==> src/rtl/axi_wr_arbiter_if.sv <==
// ============================================================================
// Module   : axi_wr_arbiter_if
// Purpose  : Requester-side and AXI-side write channels of the write arbiter.
// Revision : 1.0  initial release
// ============================================================================
`default_nettype none

interface axi_wr_arbiter_if #(
  parameter int NUM_REQ    = 2,
  parameter int DATA_WIDTH = 16,
  parameter int ADD_WIDTH  = 8,
  parameter int ID_WIDTH   = 8
);
  localparam int STRB_W = DATA_WIDTH / 8;

  // requester side, packed per requester
  logic [NUM_REQ-1:0]            s_awvalid;
  logic [NUM_REQ-1:0]            s_awready;
  logic [NUM_REQ*ADD_WIDTH-1:0]  s_awaddr;
  logic [NUM_REQ*8-1:0]          s_awlen;
  logic [NUM_REQ*3-1:0]          s_awsize;
  logic [NUM_REQ-1:0]            s_wvalid;
  logic [NUM_REQ-1:0]            s_wready;
  logic [NUM_REQ*DATA_WIDTH-1:0] s_wdata;
  logic [NUM_REQ*STRB_W-1:0]     s_wstrb;
  logic [NUM_REQ-1:0]            s_wlast;
  logic [NUM_REQ-1:0]            s_bvalid;
  logic [NUM_REQ-1:0]            s_bready;

  // shared AXI write port
  logic                  awvalid;
  logic                  awready;
  logic [ADD_WIDTH-1:0]  awaddr;
  logic [7:0]            awlen;
  logic [2:0]            awsize;
  logic [ID_WIDTH-1:0]   awid;
  logic                  wvalid;
  logic                  wready;
  logic [DATA_WIDTH-1:0] wdata;
  logic [STRB_W-1:0]     wstrb;
  logic                  wlast;
  logic [ID_WIDTH-1:0]   wid;
  logic                  bvalid;
  logic                  bready;
  logic [ID_WIDTH-1:0]   bid;

  // arbiter view
  modport master (
    input  s_awvalid, s_awaddr, s_awlen, s_awsize, s_wvalid, s_wdata, s_wstrb, s_wlast, s_bready,
    output s_awready, s_wready, s_bvalid,
    output awvalid, awaddr, awlen, awsize, awid, wvalid, wdata, wstrb, wlast, wid, bready,
    input  awready, wready, bvalid, bid
  );

  // requesters plus downstream slave view
  modport slave (
    output s_awvalid, s_awaddr, s_awlen, s_awsize, s_wvalid, s_wdata, s_wstrb, s_wlast, s_bready,
    input  s_awready, s_wready, s_bvalid,
    input  awvalid, awaddr, awlen, awsize, awid, wvalid, wdata, wstrb, wlast, wid, bready,
    output awready, wready, bvalid, bid
  );
endinterface

`default_nettype wire

==> src/rtl/axi_wr_arbiter.sv <==
// ============================================================================
// Module   : axi_wr_arbiter
// Purpose  : Round-robin arbiter sharing one AXI write port between requesters.
// Revision : 1.0  initial release
// ============================================================================
`default_nettype none

module axi_wr_arbiter #(
  parameter int NUM_REQ    = 2,
  parameter int DATA_WIDTH = 16,
  parameter int ADD_WIDTH  = 8,
  parameter int ID_WIDTH   = 8
) (
  input  logic                aclk,
  input  logic                areset,
  axi_wr_arbiter_if.master    bus,
  output logic [1:0]          err
);
  localparam int IDX_W  = $clog2(NUM_REQ);
  localparam int STRB_W = DATA_WIDTH / 8;

  localparam logic [1:0] ST_IDLE = 2'd0;
  localparam logic [1:0] ST_ADDR = 2'd1;
  localparam logic [1:0] ST_DATA = 2'd2;

  logic [1:0]       r_state;
  logic [1:0]       w_next_state;
  logic [IDX_W-1:0] r_idx;
  logic [IDX_W-1:0] r_rr_ptr;
  logic [7:0]       r_beat_cnt;
  logic [1:0]       r_err;

  logic             w_any;
  logic [IDX_W-1:0] w_pick;
  logic [IDX_W-1:0] w_idx_next;
  logic             w_aw_hs;
  logic             w_w_hs;
  logic             w_wlast;
  logic             w_bid_ok;
  logic [IDX_W-1:0] w_bid_idx;

  // Scan from the highest offset down so the requester closest to r_rr_ptr wins.
  always_comb begin
    int j;
    w_any  = 1'b0;
    w_pick = r_rr_ptr;
    for (int k = NUM_REQ - 1; k >= 0; k--) begin
      j = int'(r_rr_ptr) + k;
      if (j >= NUM_REQ) j = j - NUM_REQ;
      if (bus.s_awvalid[j]) begin
        w_any  = 1'b1;
        w_pick = IDX_W'(j);
      end
    end
  end

  assign w_idx_next = (r_idx == IDX_W'(NUM_REQ - 1)) ? '0 : r_idx + 1'b1;
  assign w_wlast    = (r_beat_cnt == 8'd0);
  assign w_aw_hs    = (r_state == ST_ADDR) && bus.awready;
  assign w_w_hs     = (r_state == ST_DATA) && bus.s_wvalid[r_idx] && bus.wready;

  // State register
  always_ff @(posedge aclk or posedge areset) begin
    if (areset) r_state <= ST_IDLE;
    else        r_state <= w_next_state;
  end

  // Next-state logic
  always_comb begin
    w_next_state = r_state;
    case (r_state)
      ST_IDLE: if (w_any)             w_next_state = ST_ADDR;
      ST_ADDR: if (w_aw_hs)           w_next_state = ST_DATA;
      ST_DATA: if (w_w_hs && w_wlast) w_next_state = ST_IDLE;
      default:                        w_next_state = ST_IDLE;
    endcase
  end

  // Grant, beat counter, round-robin pointer and sticky errors
  always_ff @(posedge aclk or posedge areset) begin
    if (areset) begin
      r_idx      <= '0;
      r_rr_ptr   <= '0;
      r_beat_cnt <= 8'd0;
      r_err      <= 2'b00;
    end else begin
      if (r_state == ST_IDLE && w_any) r_idx <= w_pick;
      if (w_aw_hs) r_beat_cnt <= bus.s_awlen[r_idx*8 +: 8];
      if (w_w_hs) begin
        if (!w_wlast) r_beat_cnt <= r_beat_cnt - 8'd1;
        if (bus.s_wlast[r_idx] != w_wlast) r_err[0] <= 1'b1;
        if (w_wlast) r_rr_ptr <= w_idx_next;
      end
      if (bus.bvalid && !w_bid_ok) r_err[1] <= 1'b1;
    end
  end

  // AW/W outputs: payload always follows the granted slice, valids gated by state
  always_comb begin
    bus.awvalid = (r_state == ST_ADDR);
    bus.awaddr  = bus.s_awaddr[r_idx*ADD_WIDTH +: ADD_WIDTH];
    bus.awlen   = bus.s_awlen[r_idx*8 +: 8];
    bus.awsize  = bus.s_awsize[r_idx*3 +: 3];
    bus.awid    = ID_WIDTH'(r_idx);
    bus.wid     = ID_WIDTH'(r_idx);
    bus.wvalid  = (r_state == ST_DATA) && bus.s_wvalid[r_idx];
    bus.wdata   = bus.s_wdata[r_idx*DATA_WIDTH +: DATA_WIDTH];
    bus.wstrb   = bus.s_wstrb[r_idx*STRB_W +: STRB_W];
    bus.wlast   = (r_state == ST_DATA) && w_wlast;
    for (int i = 0; i < NUM_REQ; i++) begin
      bus.s_awready[i] = (r_state == ST_ADDR) && (r_idx == IDX_W'(i)) && bus.awready;
      bus.s_wready[i]  = (r_state == ST_DATA) && (r_idx == IDX_W'(i)) && bus.wready;
    end
  end

  // B routing ignores the FSM; out-of-range ids are absorbed so the slave never stalls.
  assign w_bid_ok  = ({1'b0, bus.bid} < (ID_WIDTH + 1)'(NUM_REQ));
  assign w_bid_idx = bus.bid[IDX_W-1:0];

  always_comb begin
    bus.bready = !areset && (w_bid_ok ? bus.s_bready[w_bid_idx] : 1'b1);
    for (int i = 0; i < NUM_REQ; i++)
      bus.s_bvalid[i] = !areset && bus.bvalid && w_bid_ok && (w_bid_idx == IDX_W'(i));
  end

  assign err = r_err;

endmodule

`default_nettype wire
==> src/flat_wrapper.sv <==
// flat-port wrapper written by rule: the top's interface ports become plain ports
module axi_wr_arbiter_flat 
#(
  parameter int NUM_REQ    = 2,
  parameter int DATA_WIDTH = 16,
  parameter int ADD_WIDTH  = 8,
  parameter int ID_WIDTH   = 8
)
  (aclk, areset, err, bus_s_awvalid, bus_s_awaddr, bus_s_awlen, bus_s_awsize, bus_s_wvalid, bus_s_wdata, bus_s_wstrb, bus_s_wlast, bus_s_bready, bus_s_awready, bus_s_wready, bus_s_bvalid, bus_awvalid, bus_awaddr, bus_awlen, bus_awsize, bus_awid, bus_wvalid, bus_wdata, bus_wstrb, bus_wlast, bus_wid, bus_bready, bus_awready, bus_wready, bus_bvalid, bus_bid);
  axi_wr_arbiter_if #(.NUM_REQ(NUM_REQ), .DATA_WIDTH(DATA_WIDTH), .ADD_WIDTH(ADD_WIDTH), .ID_WIDTH(ID_WIDTH)) bus_i ();
  input  logic aclk;
  input  logic areset;
  output logic [1:0] err;
  input wire logic [$bits(bus_i.s_awvalid)-1:0] bus_s_awvalid;
  input wire logic [$bits(bus_i.s_awaddr)-1:0] bus_s_awaddr;
  input wire logic [$bits(bus_i.s_awlen)-1:0] bus_s_awlen;
  input wire logic [$bits(bus_i.s_awsize)-1:0] bus_s_awsize;
  input wire logic [$bits(bus_i.s_wvalid)-1:0] bus_s_wvalid;
  input wire logic [$bits(bus_i.s_wdata)-1:0] bus_s_wdata;
  input wire logic [$bits(bus_i.s_wstrb)-1:0] bus_s_wstrb;
  input wire logic [$bits(bus_i.s_wlast)-1:0] bus_s_wlast;
  input wire logic [$bits(bus_i.s_bready)-1:0] bus_s_bready;
  output wire logic [$bits(bus_i.s_awready)-1:0] bus_s_awready;
  output wire logic [$bits(bus_i.s_wready)-1:0] bus_s_wready;
  output wire logic [$bits(bus_i.s_bvalid)-1:0] bus_s_bvalid;
  output wire logic [$bits(bus_i.awvalid)-1:0] bus_awvalid;
  output wire logic [$bits(bus_i.awaddr)-1:0] bus_awaddr;
  output wire logic [$bits(bus_i.awlen)-1:0] bus_awlen;
  output wire logic [$bits(bus_i.awsize)-1:0] bus_awsize;
  output wire logic [$bits(bus_i.awid)-1:0] bus_awid;
  output wire logic [$bits(bus_i.wvalid)-1:0] bus_wvalid;
  output wire logic [$bits(bus_i.wdata)-1:0] bus_wdata;
  output wire logic [$bits(bus_i.wstrb)-1:0] bus_wstrb;
  output wire logic [$bits(bus_i.wlast)-1:0] bus_wlast;
  output wire logic [$bits(bus_i.wid)-1:0] bus_wid;
  output wire logic [$bits(bus_i.bready)-1:0] bus_bready;
  input wire logic [$bits(bus_i.awready)-1:0] bus_awready;
  input wire logic [$bits(bus_i.wready)-1:0] bus_wready;
  input wire logic [$bits(bus_i.bvalid)-1:0] bus_bvalid;
  input wire logic [$bits(bus_i.bid)-1:0] bus_bid;
  assign bus_i.s_awvalid = bus_s_awvalid;
  assign bus_i.s_awaddr = bus_s_awaddr;
  assign bus_i.s_awlen = bus_s_awlen;
  assign bus_i.s_awsize = bus_s_awsize;
  assign bus_i.s_wvalid = bus_s_wvalid;
  assign bus_i.s_wdata = bus_s_wdata;
  assign bus_i.s_wstrb = bus_s_wstrb;
  assign bus_i.s_wlast = bus_s_wlast;
  assign bus_i.s_bready = bus_s_bready;
  assign bus_s_awready = bus_i.s_awready;
  assign bus_s_wready = bus_i.s_wready;
  assign bus_s_bvalid = bus_i.s_bvalid;
  assign bus_awvalid = bus_i.awvalid;
  assign bus_awaddr = bus_i.awaddr;
  assign bus_awlen = bus_i.awlen;
  assign bus_awsize = bus_i.awsize;
  assign bus_awid = bus_i.awid;
  assign bus_wvalid = bus_i.wvalid;
  assign bus_wdata = bus_i.wdata;
  assign bus_wstrb = bus_i.wstrb;
  assign bus_wlast = bus_i.wlast;
  assign bus_wid = bus_i.wid;
  assign bus_bready = bus_i.bready;
  assign bus_i.awready = bus_awready;
  assign bus_i.wready = bus_wready;
  assign bus_i.bvalid = bus_bvalid;
  assign bus_i.bid = bus_bid;
  axi_wr_arbiter #(.NUM_REQ(NUM_REQ), .DATA_WIDTH(DATA_WIDTH), .ADD_WIDTH(ADD_WIDTH), .ID_WIDTH(ID_WIDTH)) u_core (.aclk(aclk), .areset(areset), .bus(bus_i), .err(err));
endmodule
==> config.mk <==
export PLATFORM = sky130hd
export DESIGN_NAME = axi_wr_arbiter_flat
export DESIGN_NICKNAME = d
export VERILOG_FILES = /design/src/rtl/axi_wr_arbiter_if.sv /design/src/rtl/axi_wr_arbiter.sv /design/src/flat_wrapper.sv
export SDC_FILE = /design/constraint.sdc
export NUM_CORES = 1
export LEC_CHECK = 0
export CORE_MARGIN = 5
export CORE_UTILIZATION = 29
export CTS_BUF_LIST = sky130_fd_sc_hd__clkbuf_2 sky130_fd_sc_hd__clkbuf_4 sky130_fd_sc_hd__clkbuf_8
export CTS_CLUSTER_SIZE = 8
export DETAILED_ROUTE_END_ITERATION = 8
export PLACE_DENSITY = 0.88
export RECOVER_POWER = 25
export SYNTH_ARGS = -nofsm -noshare
export SYNTH_HDL_FRONTEND = slang
export SYNTH_SLANG_ARGS = --single-unit
==> constraint.sdc <==
create_clock -name aclk -period 2.4 [get_ports aclk]
set_clock_uncertainty 0.2 [all_clocks]
set_input_delay 0.24 -clock aclk [delete_from_list [all_inputs] [get_ports aclk]]
set_output_delay 0.24 -clock aclk [all_outputs]
set_load 0.03 [all_outputs]
==> flow_summary.json, run 1 <==
{
  "status": "finished, final reports clean",
  "gp_congestion": 0.841,
  "tightest_slew_ns": 0.749,
  "io_buffers": 145,
  "dr.pass1.iters": 4,
  "nFillCells": 440,
  "cell_internal_pwr_mw": 1.45,
  "drtIter0Drc": 28,
  "grt_max_degree": 39,
  "final_hold_viol_count": 0,
  "path_class": "flip-flop to output port",
  "path_max_fanout": 38,
  "clk_latency_ns": 0.25,
  "diodes": 0,
  "min_path_type": "flip-flop to flip-flop",
  "wl_per_cell_um": 16.1,
  "nNetsFinal": 394,
  "wl_mm": 5.88,
  "p_comb_share_pct": 73.9,
  "design_area_mm2": 0.00301,
  "post-cts-setup-buffer-count": 0,
  "cp-end-kind": "output port",
  "vias": 1702,
  "h-tree-depth": 1,
  "vdd_drop_max_uv": 688,
  "grt_pass1_wl_mm": 8.19,
  "synth_ff_type": "dfrtp_1",
  "ys_async_sr_fraction_pct": 100,
  "io-pin-count": 160,
  "tns_ns": 0,
  "critPathMaxStageDelay_ns": 0.61,
  "rsz0062_at_grt": "false",
  "netlist_top_cells_area": "dfrtp_1 (23%), mux2_2 (22%), mux2_1 (8.2%)",
  "dieWidth_um": 82.0,
  "required_ns": 1.96,
  "place_area_mm2": 0.00295,
  "syn_area_mm2": 0.00150,
  "clkPwrFrac_pct": 8.5,
  "clock_path_buffers": 2,
  "arrival_ns": 1.91,
  "final_common_cell": "clkdlybuf4s50_1",
  "cts_sinks": 14,
  "yosys_register_bits": 14,
  "seq_area_frac_synth_pct": 23.3,
  "final_max_slew_viol_count": 0,
  "slew_headroom_pct": 50.1,
  "syn_avg_cell_area_um2": 9.89,
  "post-route-min-period_ns": 2.35,
  "max_freq_mhz": 426,
  "fin_crit_sh_pct": 97.9,
  "drc_errors": 0,
  "synth_cell_types": 44,
  "layout_common_cells": "clkdlybuf4s50_1 (126), mux2_2 (30), conb_1 (14), buf_4 (14), dfrtp_1 (13)",
  "slowest_stage": "clkdlybuf4s50_1",
  "start_util_pct": 29.6,
  "viasPerCell": 4.65,
  "synth_edf_count": 0,
  "syn_inst": 152,
  "grt_usage_pct": 15.6,
  "grt_pass1_vias": 1711,
  "sw_frac_of_total_pct": 46.8,
  "core-area_mm2": 0.00507,
  "yosys.area.top_type": "dfrtp_1",
  "maxCapViolations": 0,
  "cts_tree": "yes",
  "leakage_nw": 1.23,
  "antenna_found_initial": 0,
  "synth_top_area_share_pct": 23.3,
  "clk_pin_slew_ns": 0.06,
  "power_density_mw_per_mm2": 907,
  "rows": 26,
  "clockRootBuffer": "clkbuf_8",
  "power_switching_mw": 1.28,
  "die-area_mm2": 0.00673,
  "reg2reg_setup_slack_ns": 0.20,
  "hpwl_mm": 5.02,
  "dieHeight_um": 82.0,
  "drive_above_1_share_pct": 18.9,
  "dp_cells": 362,
  "cts-buffers-inserted": 3,
  "path_cells": "buf_12, mux2_2, clkdlybuf4s50_1",
  "yosys_warnings": 0,
  "areaGrowthSynthToFinish_pct": 100,
  "stdcell_count": 366,
  "pwr-share-seq_pct": 17.6,
  "crit_path_start_kind": "flip-flop",
  "route.antenna.remaining_nets": 0,
  "grt.overflow.total": 0,
  "setup_viol": 0
}
[area by class of cell]
| class | instances | area [µm²] | share of cell area [%] |
|---|---|---|---|
| inverters | 5 | 18.8 | 0.623 |
| multi-input cells | 122 | 1010 | 33.6 |
| clock buffers | 4 | 55.1 | 1.83 |
| flip-flops and latches | 14 | 352 | 11.7 |
| repair buffers | 151 | 1490 | 49.4 |
| well taps | 70 | 87.6 | 2.91 |
[registers in the layout, summed over array words and instances, names as in the netlist]
register	count
u_core.r_state	2
u_core.r_beat_cnt	8
u_core.r_rr_ptr	1
u_core.r_idx	1
u_core.err	2
[stage by stage]
step,setup slack (ns),utilization (%),total power [mW],hold WS (ns)
floorplan,0.257,-,1.78,-0.0655
CTS,0.0293,59.3,2.77,0.193
finish,0.0499,59.4,2.73,0.264
global placement,0.0908,58.2,2.49,0.240
global route,0.0107,59.4,2.89,0.274
detailed placement,0.0881,58.2,2.52,0.249
[worst max-delay path: cells and delay by family, from the launching register on]
family	cells	cell delay, ns
flip-flops	1	0.43
multiplexers	1	0.37
buffers and inverters	2	0.84
[worst paths after layout]
path | to | depth (start not counted) | from
hold / removal | u_core.err[1]$_DFFE_PP0P_ | 1 | u_core.err[1]$_DFFE_PP0P_
max in group asynchronous | u_core.r_idx$_DFFE_PP0P_ | 3 | areset
hold reg to reg | u_core.err[1]$_DFFE_PP0P_ | 1 | u_core.err[1]$_DFFE_PP0P_
setup reg to reg | u_core.r_beat_cnt[6]$_DFF_PP0_ | 7 | u_core.r_beat_cnt[0]$_DFF_PP0_
min in group asynchronous | u_core.r_beat_cnt[6]$_DFF_PP0_ | 3 | areset
setup / recovery | bus_wdata[14] | 3 | u_core.r_idx$_DFFE_PP0P_
[cells by family after synthesis]
logic type	share of synthesized area [%]
AO/OA/AOI/OAI	9.90
flip-flops	23.3
multiplexers	36.4
adder cells (fa/ha/maj)	1.66
buffers and inverters	12.6
other	0.249
AND/OR/NAND/NOR	15.3
XOR/XNOR	0.582
[cells in the mapped netlist, types with 2 or more instances]
library cell  number
mux2_2            30
buf_4             16
dfrtp_1           14
nor2_1            12
mux2_1            11
mux2i_1            7
buf_2              5
inv_1              5
nand2_1            4
nor3_1             4
o221a_1            4
a21oi_1            2
and2_1             2
buf_6              2
ha_1               2
nand3_1            2
nand3b_1           2
nor4_1             2
[layer usage]
layer / GRT usage [%] / up-vias / wire (µm)
li1: - / 813 / -
met1: 17.5 / 787 / 2120
met2: 28.7 / 95 / 2980
met3: 5.59 / 7 / 734
met4: 2.33 / 0 / 54
met5: 0 / - / 0
[power groups by stage]
stage	registers [mW]	logic [mW]	clock network [mW]
global route	0.497	2.15	0.248
global placement	0.474	2.02	0
floorplan	0.457	1.32	0
detailed placement	0.479	2.04	0
finish	0.482	2.02	0.231
CTS	0.477	2.06	0.234
[what timing repair did]
| action | 4_1_cts | 5_1_grt |
|---|---|---|
| resized for setup | 1 | 7 |
| hold buffers | 0 | 0 |
| setup endpoints to repair | 1 | 6 |
Power figures use the tool's default switching activity.
==> run 2: changes to the inputs <==
CTS_CLUSTER_DIAMETER = 100   (was not set)
SKIP_LAST_GASP = 1   (was not set)
==> results of run 2 <==
Final layout, timing and power as in run 1 (identical DEF).
==> run 3: changes to the inputs <==
ABC_AREA = 1   (was not set)
CORE_UTILIZATION = 31   (was 29)
PLACE_DENSITY = 0.89   (was 0.88)
==> flow_summary.json, run 3 <==
{
  "status": "finished, final reports clean",
  "drc_errors": 0,
  "tns_ns": 0,
  "rows": 26,
  "syn_area_mm2": 0.00166,
  "yosys.area.top_type": "nand2_1",
  "crit_path_start_kind": "flip-flop",
  "sw_frac_of_total_pct": 54.3,
  "clkPwrFrac_pct": 7.2,
  "netlist_top_cells_area": "nand2_1 (37%), dfrtp_1 (21%), buf_4 (7.7%)",
  "die-area_mm2": 0.00690,
  "yosys_warnings": 0,
  "viasPerCell": 4.40,
  "gp_congestion": 0.863,
  "clk_pin_slew_ns": 0.06,
  "timing.final.ws_setup_ns": 0.0831,
  "clk_latency_ns": 0.25,
  "grt_usage_pct": 18.3,
  "synth_cell_types": 25,
  "path_cells": "inv_4, buf_12, nand2_1, nand2_1, clkdlybuf4s50_1",
  "io-pin-count": 160,
  "grt_max_degree": 31,
  "cell_internal_pwr_mw": 1.46,
  "dieWidth_um": 83.1,
  "grt_use_met1_pct": 20.8,
  "dieHeight_um": 83.1,
  "tightest_slew_ns": 0.778,
  "cts-buffers-inserted": 3,
  "grt_pass1_wl_mm": 10.5,
  "hold_end": "u_core.err[0]$_DFFE_PP0P_",
  "slew_headroom_pct": 48.1,
  "grt_use_met2_pct": 34.2,
  "rsz0062_at_grt": "false",
  "place_area_mm2": 0.00310,
  "nFillCells": 469,
  "pwr-share-seq_pct": 12.9,
  "drive_above_1_share_pct": 7.88,
  "diodes": 0,
  "final_max_slew_viol_count": 0,
  "vdd_drop_max_uv": 487,
  "synth_edf_count": 0,
  "required_ns": 1.96,
  "route.antenna.remaining_nets": 0,
  "grtUsageMet3_pct": 4.16,
  "max_freq_mhz": 432,
  "syn_avg_cell_area_um2": 5.50,
  "largest_reg_flops": 8,
  "vias": 2261,
  "min_path_type": "flip-flop to flip-flop",
  "design_area_mm2": 0.00314,
  "leakage_nw": 1.59,
  "yosysMostFrequentCell": "nand2_1",
  "synth_top_area_share_pct": 37.2,
  "power_switching_mw": 1.74,
  "dr.pass1.iters": 4,
  "clockRootBuffer": "clkbuf_8",
  "hpwl_mm": 5.76,
  "critPathMaxStageDelay_ns": 0.69,
  "fin_crit_sh_pct": 96.5,
  "maxCapViolations": 0,
  "final_common_cell": "nand2_1",
  "drtIter0Drc": 83,
  "layout_common_cells": "nand2_1 (164), clkdlybuf4s50_1 (131), inv_1 (30), nor2_1 (17), buf_4 (15)",
  "antenna_found_initial": 0,
  "ys_async_sr_fraction_pct": 100,
  "reg2reg_to": "u_core.r_beat_cnt[6]$_DFF_PP0_",
  "wl_per_cell_um": 12.8,
  "top_usage_layer": "met2",
  "power_density_mw_per_mm2": 1020,
  "reg2reg_setup_slack_ns": 0.69,
  "path_max_fanout": 18,
  "seq_area_frac_synth_pct": 21.2,
  "nNetsFinal": 542,
  "post-route-min-period_ns": 2.32,
  "rr_startpoint": "u_core.r_idx$_DFFE_PP0P_",
  "syn_inst": 301,
  "seqCellArea_um2": 350,
  "final_hold_viol_count": 0,
  "core-area_mm2": 0.00514,
  "arrival_ns": 1.88,
  "p_comb_share_pct": 79.9,
  "setup_viol": 0,
  "regMostFlops": "u_core.r_beat_cnt",
  "areaGrowthSynthToFinish_pct": 89.8,
  "start_util_pct": 32.2,
  "grt_pass1_vias": 2142,
  "min-delay-start": "u_core.err[0]$_DFFE_PP0P_",
  "yosys_register_bits": 14,
  "slowest_stage": "clkdlybuf4s50_1",
  "post-place-ws_ns": 0.239,
  "grt.overflow.total": 0,
  "cp-end-kind": "output port",
  "hold_depth": 2,
  "multi_input_area_mm2": 0.00104,
  "synth_ff_type": "dfrtp_1",
  "path_class": "flip-flop to output port",
  "h-tree-depth": 1,
  "clock_path_buffers": 2,
  "cts_sinks": 14,
  "critical_path.most_common_cell": "nand2_1",
  "cts_tree": "yes",
  "wl_mm": 6.57,
  "synth_common_cells": "nand2_1 (164), inv_1 (30), buf_4 (17), nor2_1 (17), dfrtp_1 (14)",
  "r2r_cells": 8,
  "io_buffers": 145
}
-- run 3: cell types whose count changed after synthesis, sizes merged, moves of 3 or more --
| cell | previous run | this run |
|---|---|---|
| buf | 23 | 26 |
| inv | 5 | 34 |
| mux2 | 42 | 0 |
| mux2i | 7 | 0 |
| nand2 | 4 | 168 |
| nand3 | 2 | 7 |
| nor2 | 12 | 23 |
| o21ai | 1 | 13 |
| o221a | 4 | 0 |
-- run 3: power by group through the flow --
stage | combinational (mW) | sequential, mW | clock, mW
final | 2.56 | 0.415 | 0.230
after global routing | 2.77 | 0.427 | 0.251
after CTS | 2.59 | 0.414 | 0.234
after detailed placement | 2.58 | 0.419 | 0
after global placement | 2.54 | 0.415 | 0
after floorplan | 1.65 | 0.398 | 0
-- run 3: what timing repair did --
action                                  in CTS  in global routing
endpoints found under the setup margin       1                  0
hold buffers                                 0                  0
buffers inserted                             0                  0
resized for setup                            1                  0
-- run 3: layout make-up --
| type | count | area share, % |
|---|---|---|
| well taps | 70 | 2.79 |
| clock buffers | 4 | 1.75 |
| flip-flops and latches | 14 | 11.2 |
| multi-input cells | 240 | 33.1 |
| inverters | 34 | 4.14 |
| repair buffers | 152 | 47.1 |
-- run 3: metrics by stage --
step | utilization, % | total power [mW] | hold slack, ns | cells
floorplan | - | 2.05 | -0.0624 | 314
CTS | 61.3 | 3.24 | 0.159 | 514
detailed placement | 60.2 | 3.00 | 0.260 | 510
global route | 61.1 | 3.45 | 0.308 | 514
finish | 61.1 | 3.21 | 0.279 | 514
global placement | 60.2 | 2.95 | 0.253 | 510
-- run 3: worst max-delay path: cells and delay by family (launching register included) --
family / cells / cell delay (ns)
buffers and inverters: 3 / 1.04
DFF: 1 / 0.41
and+or+nand+nor: 2 / 0.16
-- run 3: kinds of logic (layout without fill, tap and decap cells) --
| family | count (synthesis) | count (layout) | synth area share [%] |
|---|---|---|---|
| XOR/XNOR | 2 | 2 | 1.06 |
| buffers and inverters | 60 | 190 | 19.0 |
| AND/OR/NAND/NOR | 203 | 203 | 50.3 |
| adder cells (fa/ha/maj) | 2 | 2 | 1.51 |
| AO/OA/AOI/OAI | 19 | 19 | 6.73 |
| flip-flops | 14 | 14 | 21.2 |
| other | 1 | 14 | 0.227 |
-- run 3: worst max path at each step --
stage	from	to	slack, ns	cells after the start
finish	u_core.r_idx$_DFFE_PP0P_	bus_awlen[1]	0.08	5
global route	u_core.r_idx$_DFFE_PP0P_	bus_awlen[1]	0.001	5
CTS	u_core.r_idx$_DFFE_PP0P_	bus_awlen[1]	0.07	5
detailed placement	bus_wready	bus_s_wready[0]	0.24	4
global placement	bus_wready	bus_s_wready[0]	0.28	4
floorplan	u_core.r_beat_cnt[0]$_DFF_PP0_	bus_wlast	0.51	4
-- run 3: per-layer routing --
layer  part of all wire [%]  wire length, µm
met5                      0                0
met4                    1.3               85
met3                    6.4              423
met2                     52             3430
met1                     40             2630
